### src/rtl/rv_pkg.sv
// rtl/rv_pkg.sv - shared RV32I core constants, opcodes and pipeline types
// Purpose: constants and types shared by the fetch stage and decode/control.
// Ports: none (package).
package rv_pkg;

  localparam logic [31:0] RESET_PC  = 32'hBFC0_0000;
  localparam logic [31:0] NOP_INSTR = 32'h0000_0013;  // addi x0,x0,0

  localparam logic [6:0] OPC_LUI      = 7'b0110111;
  localparam logic [6:0] OPC_AUIPC    = 7'b0010111;
  localparam logic [6:0] OPC_JAL      = 7'b1101111;
  localparam logic [6:0] OPC_JALR     = 7'b1100111;
  localparam logic [6:0] OPC_BRANCH   = 7'b1100011;
  localparam logic [6:0] OPC_LOAD     = 7'b0000011;
  localparam logic [6:0] OPC_STORE    = 7'b0100011;
  localparam logic [6:0] OPC_OP_IMM   = 7'b0010011;
  localparam logic [6:0] OPC_OP       = 7'b0110011;
  localparam logic [6:0] OPC_MISC_MEM = 7'b0001111;
  localparam logic [6:0] OPC_SYSTEM   = 7'b1110011;

  typedef struct packed {
    logic [31:0] instr;
    logic [31:0] pc;
    logic [31:0] pc_plus4;
    logic        valid;
  } if_id_t;

  typedef enum logic {
    BOOT = 1'b0,
    RUN  = 1'b1
  } fetch_state_t;

endpackage

### src/rtl/fetch_stage_if.sv
// rtl/fetch_stage_if.sv - instruction memory bus between fetch and imem
// Purpose: groups the synchronous instruction memory address/data pair.
// Signals: imem_addr (fetch -> memory), imem_rdata (memory -> fetch, 1-cycle latency).
interface fetch_stage_if;
  logic [31:0] imem_addr;
  logic [31:0] imem_rdata;

  modport master (output imem_addr, input imem_rdata);
  modport slave  (input imem_addr, output imem_rdata);
endinterface

### src/rtl/fetch_stage_if_id_reg.sv
// rtl/fetch_stage_if_id_reg.sv - IF/ID pipeline register with flush/stall priority
// Purpose: holds the fetched instruction for decode and counts valid loads.
// Ports: clk, rst_n (async active-low), flush, stall, bubble (fetch in BOOT),
//        d (next IF/ID contents), q (current IF/ID contents), count (valid loads).
module if_id_reg
  import rv_pkg::*;
#(
  parameter logic [31:0] BUBBLE_INSTR = 32'h0000_0013
) (
  input  logic        clk,
  input  logic        rst_n,
  input  logic        flush,
  input  logic        stall,
  input  logic        bubble,
  input  if_id_t      d,
  output if_id_t      q,
  output logic [31:0] count
);

  always_ff @(posedge clk or negedge rst_n) begin
    if (!rst_n) begin
      q     <= '{instr: BUBBLE_INSTR, pc: 32'h0, pc_plus4: 32'h0, valid: 1'b0};
      count <= 32'h0;
    end else if (flush || (!stall && bubble)) begin
      // Bubble keeps the old pc fields; only the instruction and valid change.
      q.instr <= BUBBLE_INSTR;
      q.valid <= 1'b0;
    end else if (!stall) begin
      q     <= d;
      count <= count + 32'h1;
    end
  end

endmodule

### src/rtl/fetch_stage.sv
// rtl/fetch_stage.sv - RV32I IF stage: PC, boot FSM, redirect and IF/ID register
// Purpose: drives the imem address, applies redirects/stalls/flushes, feeds decode.
// Ports: clk, rst_n (async active-low), stall_f, stall_d, flush_d,
//        redirect_valid, redirect_target, imem (fetch_stage_if.master),
//        instr_d, pc_d, pc_plus4_d, valid_d, fetch_count.
module fetch_stage #(
  parameter logic [31:0] RESET_PC  = rv_pkg::RESET_PC,
  parameter logic [31:0] NOP_INSTR = rv_pkg::NOP_INSTR
) (
  input  logic                  clk,
  input  logic                  rst_n,
  input  logic                  stall_f,
  input  logic                  stall_d,
  input  logic                  flush_d,
  input  logic                  redirect_valid,
  input  logic [31:0]           redirect_target,
  fetch_stage_if.master         imem,
  output logic [31:0]           instr_d,
  output logic [31:0]           pc_d,
  output logic [31:0]           pc_plus4_d,
  output logic                  valid_d,
  output logic [31:0]           fetch_count
);

  import rv_pkg::*;

  fetch_state_t state, next_state;
  logic [31:0]  pc_f, pc_next;
  if_id_t       if_id_next, if_id_q;

  always_ff @(posedge clk or negedge rst_n) begin
    if (!rst_n) begin
      state <= BOOT;
      pc_f  <= RESET_PC;
    end else begin
      state <= next_state;
      pc_f  <= pc_next;
    end
  end

  // In BOOT the memory has not yet returned the word at pc_f, so pc_f is
  // re-presented rather than advanced. A redirect still wins.
  always_comb begin
    next_state = RUN;
    pc_next    = pc_f + 32'h4;
    if (redirect_valid) begin
      pc_next = redirect_target & ~32'h3;
    end else if (stall_f || state == BOOT) begin
      pc_next = pc_f;
    end
  end

  assign imem.imem_addr = pc_next;

  always_comb begin
    if_id_next.instr    = imem.imem_rdata;
    if_id_next.pc       = pc_f;
    if_id_next.pc_plus4 = pc_f + 32'h4;
    if_id_next.valid    = 1'b1;
  end

  if_id_reg #(
    .BUBBLE_INSTR(NOP_INSTR)
  ) u_if_id_reg (
    .clk    (clk),
    .rst_n  (rst_n),
    .flush  (flush_d),
    .stall  (stall_d),
    .bubble (state == BOOT),
    .d      (if_id_next),
    .q      (if_id_q),
    .count  (fetch_count)
  );

  assign instr_d    = if_id_q.instr;
  assign pc_d       = if_id_q.pc;
  assign pc_plus4_d = if_id_q.pc_plus4;
  assign valid_d    = if_id_q.valid;

endmodule

### src/flat_wrapper.sv
// flat-port wrapper written by rule: the top's interface ports become plain ports
module fetch_stage_flat import rv_pkg::*;
#(
  parameter logic [31:0] RESET_PC  = rv_pkg::RESET_PC,
  parameter logic [31:0] NOP_INSTR = rv_pkg::NOP_INSTR
)
  (clk, rst_n, stall_f, stall_d, flush_d, redirect_valid, redirect_target, instr_d, pc_d, pc_plus4_d, valid_d, fetch_count, imem_imem_addr, imem_imem_rdata);
  fetch_stage_if imem_i ();
  input  logic clk;
  input  logic rst_n;
  input  logic stall_f;
  input  logic stall_d;
  input  logic flush_d;
  input  logic redirect_valid;
  input  logic [31:0] redirect_target;
  output logic [31:0] instr_d;
  output logic [31:0] pc_d;
  output logic [31:0] pc_plus4_d;
  output logic valid_d;
  output logic [31:0] fetch_count;
  output wire logic [$bits(imem_i.imem_addr)-1:0] imem_imem_addr;
  input wire logic [$bits(imem_i.imem_rdata)-1:0] imem_imem_rdata;
  assign imem_imem_addr = imem_i.imem_addr;
  assign imem_i.imem_rdata = imem_imem_rdata;
  fetch_stage #(.RESET_PC(RESET_PC), .NOP_INSTR(NOP_INSTR)) u_core (.clk(clk), .rst_n(rst_n), .stall_f(stall_f), .stall_d(stall_d), .flush_d(flush_d), .redirect_valid(redirect_valid), .redirect_target(redirect_target), .imem(imem_i), .instr_d(instr_d), .pc_d(pc_d), .pc_plus4_d(pc_plus4_d), .valid_d(valid_d), .fetch_count(fetch_count));
endmodule
### config.mk
export PLATFORM = sky130hd
export DESIGN_NAME = fetch_stage_flat
export DESIGN_NICKNAME = d
export VERILOG_FILES = /design/src/rtl/rv_pkg.sv /design/src/rtl/fetch_stage_if.sv /design/src/rtl/fetch_stage_if_id_reg.sv /design/src/rtl/fetch_stage.sv /design/src/flat_wrapper.sv
export SDC_FILE = /design/constraint.sdc
export NUM_CORES = 1
export LEC_CHECK = 0
export ABC_AREA = 1
export CAP_MARGIN = 20
export CORE_MARGIN = 2
export CORE_UTILIZATION = 40
export DETAILED_ROUTE_END_ITERATION = 10
export PLACE_DENSITY = 0.66
export SLEW_MARGIN = 10
export SYNTH_ARGS = -nofsm -noshare
export SYNTH_HDL_FRONTEND = slang
export SYNTH_SLANG_ARGS = --single-unit
### constraint.sdc
create_clock -name clk -period 1.98 [get_ports clk]
set_input_delay 0.396 -clock clk [delete_from_list [all_inputs] [get_ports clk]]
set_output_delay 0.396 -clock clk [all_outputs]
set_load 0.05 [all_outputs]
# [Word level (Yosys, flattened, before mapping)]
# Cells that the tools add are included.
[word_totals] input_bits=70 output_inout_bits=161 reg_bits=162
[classes] bitwise_logic=3 eq_ne=1 n_reduce_logical=5 addsub=2 muxes=5
[ops] operator="2-to-1 mux 97 bit" n=1
[ops] operator="2-to-1 mux 32 bit" n=3
[ops] operator="adder 32 x 1 -> 32 bit (second input constant)" n=1
[ops] operator="adder 32 x 3 -> 32 bit (second input constant)" n=1
[ops] operator="NOT 1 bit" n=3
[ops] operator="logical OR 1 bit" n=2
[ops] operator="!= test 2 x 1 -> 1 bit (second input constant)" n=1
[ops] operator="AND reduction 2 bit" n=1
[ops] operator="logical AND 1 bit" n=1
[ops] operator="zero test 1 bit" n=1
[ops] operator="2-to-1 mux 1 bit" n=1

# [Depth between registers and ports, before layout]
[logic_depth] word_depth=5 ltp_mapped=10

# [Modules after synthesis]
# From an unflattened synthesis, not the netlist that was laid out.
[unflattened] cells_unflattened=974 hier_area_um2=7906.3
[modules_own_cells] mod="if_id_reg" cells_per_inst=582 area_each_um2=5418.9 seq_area_each_um2=3231.8 instances=1
[modules_own_cells] mod="fetch_stage" cells_per_inst=392 area_each_um2=2487.4 seq_area_each_um2=837.1 instances=1

# [Least setup slack after synthesis]
# Ideal clock, no wire load.
[synth_timing] kind="register to output" from="reg u_core.pc_f[5]" to="out imem_imem_addr[11]" path_stages_with_launch=9 n_path_buf=0 slack_ps=-551 required_ps=1584 arrival_time_ps=2135 cell_sequence="dfrtp_1 nand2_1 nor2_1 nand2_2 nor2_2 nand2_1 nand2_1 nor2_1 o21ai_0"
[synth_between] elab_chain_len=3
[synth_lines] item="start: declaration" line_no="fetch_stage.sv:28" text="logic [31:0] pc_f, pc_next;"
[synth_lines] item="start signal: assignment" line_no="fetch_stage.sv:37" text="pc_f <= pc_next;"
[synth_lines] item="adder 32 x 3 -> 32 bit" line_no="fetch_stage.sv:45" text="pc_next = pc_f + 32'h4;"
[synth_lines] item="2-to-1 mux 32 bit" line_no="fetch_stage.sv:48" text="end else if (stall_f || state == BOOT) begin"
[synth_lines] item="2-to-1 mux 32 bit" line_no="fetch_stage.sv:46" text="if (redirect_valid) begin"
[synth_lines] item="end: declaration" line_no="flat_wrapper.sv:21" text="output wire logic [$bits(imem_i.imem_addr)-1:0] imem_imem_addr;"
# Every way passes these cells.

# [Worst setup path after layout]
[layout_timing] from="reg u_core.pc_f[2]" to="out imem_imem_addr[26]"
# Same word-level chain as after synthesis.

==> results.yml <==
synth:
  netlist-cell-type-count: 35
  syn_inst: 950
  synthesis.area_um2: 7660
  synth_warnings: 0
  synth-seq-area-share_pct: 52.5
  synth_xor_xnor_area_share_pct: 3.09
  synthArstFlopShare_pct: 100
  synth_enable_flop_cells: 0
  muxShareOfSynthArea_pct: 0
  synth-compound-area-share_pct: 10.3
  syn_avg_cell_area_um2: 8.06
  synth-simple-area-share_pct: 28.7
  synth-seq-cells: 160
  synth_flop_cell: "sky130_fd_sc_hd__dfrtp_1"
  synth_fp_nets: 1022
  synthAdderAreaFrac_pct: 0.327
  synth_top_family_by_area: "simple AND/OR/NAND/NOR gates"
die:
  coreArea_um2: 18800
  std_cell_rows: 50
  ioPinCount: 231
  die-area_um2: 20300
  start_util_pct: 40.8
  die_w_um: 142
  die-height_um: 142
place:
  count_of_port_buffers_added_during_placement: 228
  detailedPlace.worstSlack_ns: -0.256
  gp_congestion: 0.904
  detailed_place_hpwl_um: 17300
flow_run:
  maxCapViolCount: 0
timing:
  timing.final.ws_setup_ns: -0.518
  hold_viol_final: 0
  slew-limit-headroom_pct: 64.4
  final.period_utilization_pct: 126
  hold-worst-slack_ns: 0.474
  skew_ns: 0.00865
  timing.final.crit_period_ns: 2.50
  unrepaired_setup_endpoints_after_global_routing: "true"
  setup_viols_final: 30
  max_clock_freq_mhz: 400
  worst_pin_slew_ns: 0.536
  slew_viol_final: 0
detailed_routing:
  remaining_drc_errors: 0
  detail_route.wirelength_um: 24400
  num_vias: 7626
  drtAntennaViolNets: 0
  detailedRoute.firstIterationViolations: 490
  wl_per_cell_um: 15.8
  drt_pre_antenna_iters: 6
  via_per_inst: 4.93
final_layout:
  areaGrowthSynthToFinish_pct: 62.3
  antenna-diode-count: 0
  final_net_count: 1371
  layout-drive-gt1-share_pct: 30.8
global_route:
  grt_max_degree: 52
  overflow: 0
  grt_util_all_layers_pct: 23.9
  vias_in_the_first_global_route: 7588
  grt_antenna_before_repair: 1
  grt_first_pass_wirelength_um: 38300
setup_path:
  crit_required_ns: 1.58
  cp-start-kind: "flop"
  worst-path-max-fanout: 6
  criticalPathCategory: "flop to output port"
  crit_path_dat_ns: 2.10
  timing.critical_path.to_type: "output port"
cts:
  number_of_buffers_on_the_longest_clock_path: 2
  tritoncts: "yes"
  cts_htree_levels: 4
  clkLatencyLatePin_ns: 0.43
  clk_pin_slew_ns: 0.06
  cts_num_sinks: 160
  cell_at_the_root_of_the_clock_tree: "sky130_fd_sc_hd__clkbuf_16"
  cts_made_buffers: 17
pwr:
  irDropWorstVdd_mv: 0.578
  pwr_density_cell_nw_per_um2: 874
  power.static_leakage_uw: 0.00611
outcome:
  run_status: "finished with violations"
  violations: "setup timing"
worst_hold_path:
  holdCritPathClass: "flop to flop"
-- final cells by class --
class | instances | area [µm²]
clock buffer | 20 | 447
clock inverter | 12 | 135
fill | 1566 | 6340
inverter | 62 | 235
multi-input combinational | 693 | 3760
sequential | 160 | 4020
tap | 234 | 293
timing repair buffer | 365 | 3540
-- sequential cells by signal, indices dropped and copies added (netlist names) --
name / cells
u_core.pc_f: 32
u_core.u_if_id_reg.count: 32
u_core.u_if_id_reg.q: 95
u_core.state: 1
-- stage by stage --
stage | utilization, % | instances | area (µm²) | total power (µW) | setup TNS [ns]
floorplan | - | 950 | 7710 | 5920 | -0.157
global placement | 59.2 | 1473 | 11100 | 7420 | -5.65
detailed placement | 59.2 | 1473 | 11100 | 7450 | -6.16
CTS | 64.5 | 1529 | 12100 | 10800 | -12.08
global route | 66.2 | 1546 | 12400 | 11300 | -15.79
finish | 66.2 | 1546 | 12400 | 10900 | -12.16
-- critical path: stages (launching register included) --
cell,delay (ns)
sky130_fd_sc_hd__dfrtp_1,0.36
sky130_fd_sc_hd__ha_2,0.19
sky130_fd_sc_hd__nand2_2,0.08
sky130_fd_sc_hd__nor2_4,0.14
sky130_fd_sc_hd__nand2_4,0.12
sky130_fd_sc_hd__nor2_4,0.20
sky130_fd_sc_hd__nand2_1,0.09
sky130_fd_sc_hd__nand2_2,0.08
sky130_fd_sc_hd__nand3_2,0.08
sky130_fd_sc_hd__nand2_1,0.09
sky130_fd_sc_hd__nand2_2,0.08
sky130_fd_sc_hd__buf_12,0.15
-- synthesized netlist by cell type (4+ instances only) --
cell type	instances	share of area [%]
sky130_fd_sc_hd__a21oi_1	25	1.6
sky130_fd_sc_hd__a22o_1	29	3.3
sky130_fd_sc_hd__buf_2	13	0.85
sky130_fd_sc_hd__clkbuf_1	19	0.93
sky130_fd_sc_hd__dfrtp_1	148	48
sky130_fd_sc_hd__dfstp_2	12	4.1
sky130_fd_sc_hd__inv_1	60	2.9
sky130_fd_sc_hd__nand2_1	367	18
sky130_fd_sc_hd__nand2_2	4	0.33
sky130_fd_sc_hd__nand3_1	41	2.7
sky130_fd_sc_hd__nand3b_1	5	0.49
sky130_fd_sc_hd__nor2_1	91	4.5
sky130_fd_sc_hd__nor2_2	9	0.74
sky130_fd_sc_hd__nor2_4	6	0.88
sky130_fd_sc_hd__o21a_1	6	0.59
sky130_fd_sc_hd__o21ai_0	60	3.9
sky130_fd_sc_hd__xnor2_1	12	1.4
sky130_fd_sc_hd__xor2_1	15	1.7
-- path summary, 6_finish.rpt --
path | slack, ns | start | cells past startpoint | end
setup / recovery | -0.52 | u_core.pc_f[2]$_DFF_PN0_ | 11 | imem_imem_addr[26]
hold / removal | 0.47 | u_core.u_if_id_reg.q[4]$_DFFE_PN0P_ | 2 | u_core.u_if_id_reg.q[4]$_DFFE_PN0P_
min in group asynchronous | 0.49 | rst_n | 2 | u_core.u_if_id_reg.q[51]$_DFFE_PN0P_
setup reg to reg | 0.11 | u_core.pc_f[3]$_DFF_PN0_ | 14 | u_core.pc_f[13]$_DFF_PN0_
hold reg to reg | 0.47 | u_core.u_if_id_reg.q[4]$_DFFE_PN0P_ | 2 | u_core.u_if_id_reg.q[4]$_DFFE_PN0P_
max in group asynchronous | 0.86 | rst_n | 3 | u_core.u_if_id_reg.q[69]$_DFFE_PN1P_
-- power by group --
part / switching [µW] / leakage (µW) / internal [µW] / total (µW)
clock: 1400 / 0.000273 / 1900 / 3290
sequential: 299 / 0.00204 / 3660 / 3950
combinational: 2330 / 0.00380 / 1280 / 3610
total: 4030 / 0.00611 / 6840 / 10900
-- metal layers --
metal  global-route usage (%)  wire length [µm]  vias up
li1                         -                 -     3730
met1                     31.6             10500     3619
met2                     38.5             11900      241
met3                     6.59              1520       36
met4                     7.61               500        0
met5                        0                 0        -
-- placed cells by master (no fill, tap or decap), drive strengths merged, types with 2 or more instances in the layout --
| master | count |
|---|---|
| clkbuf | 20 |
| dlygate4sd2 | 68 |
| nand2 | 372 |
| nand4 | 3 |
| nand3b | 5 |
| clkdlybuf4s50 | 64 |
| xor2 | 15 |
| bufinv | 2 |
| clkinv | 4 |
| dlymetal6s2s | 5 |
| o21ai | 63 |
| o22a | 3 |
| a22o | 29 |
| dfstp | 12 |
| xnor2 | 12 |
| a21oi | 25 |
| clkinvlp | 4 |
| nor2 | 106 |
| dfrtp | 148 |
| a31oi | 2 |
| ha | 2 |
| inv | 64 |
| nor3 | 4 |
| buf | 227 |
| o21a | 6 |
| nand3 | 42 |
-- repair_timing --
item                                    CTS  global route
buffers inserted                         23            17
hold buffers                              1             0
endpoints found under the setup margin   98            34
gates resized for setup                 171            57
pin swaps                                35            32
gates cloned                              0             0
hold endpoints to repair                 35             0
-- cell families after synthesis --
group | after synthesis
simple gates | 534
flops | 160
compound gates | 129
buf+inv | 97
xor+xnor | 27
fa+ha+maj | 2
other cells | 1
Note: power is estimated with default switching activity, not from simulation.
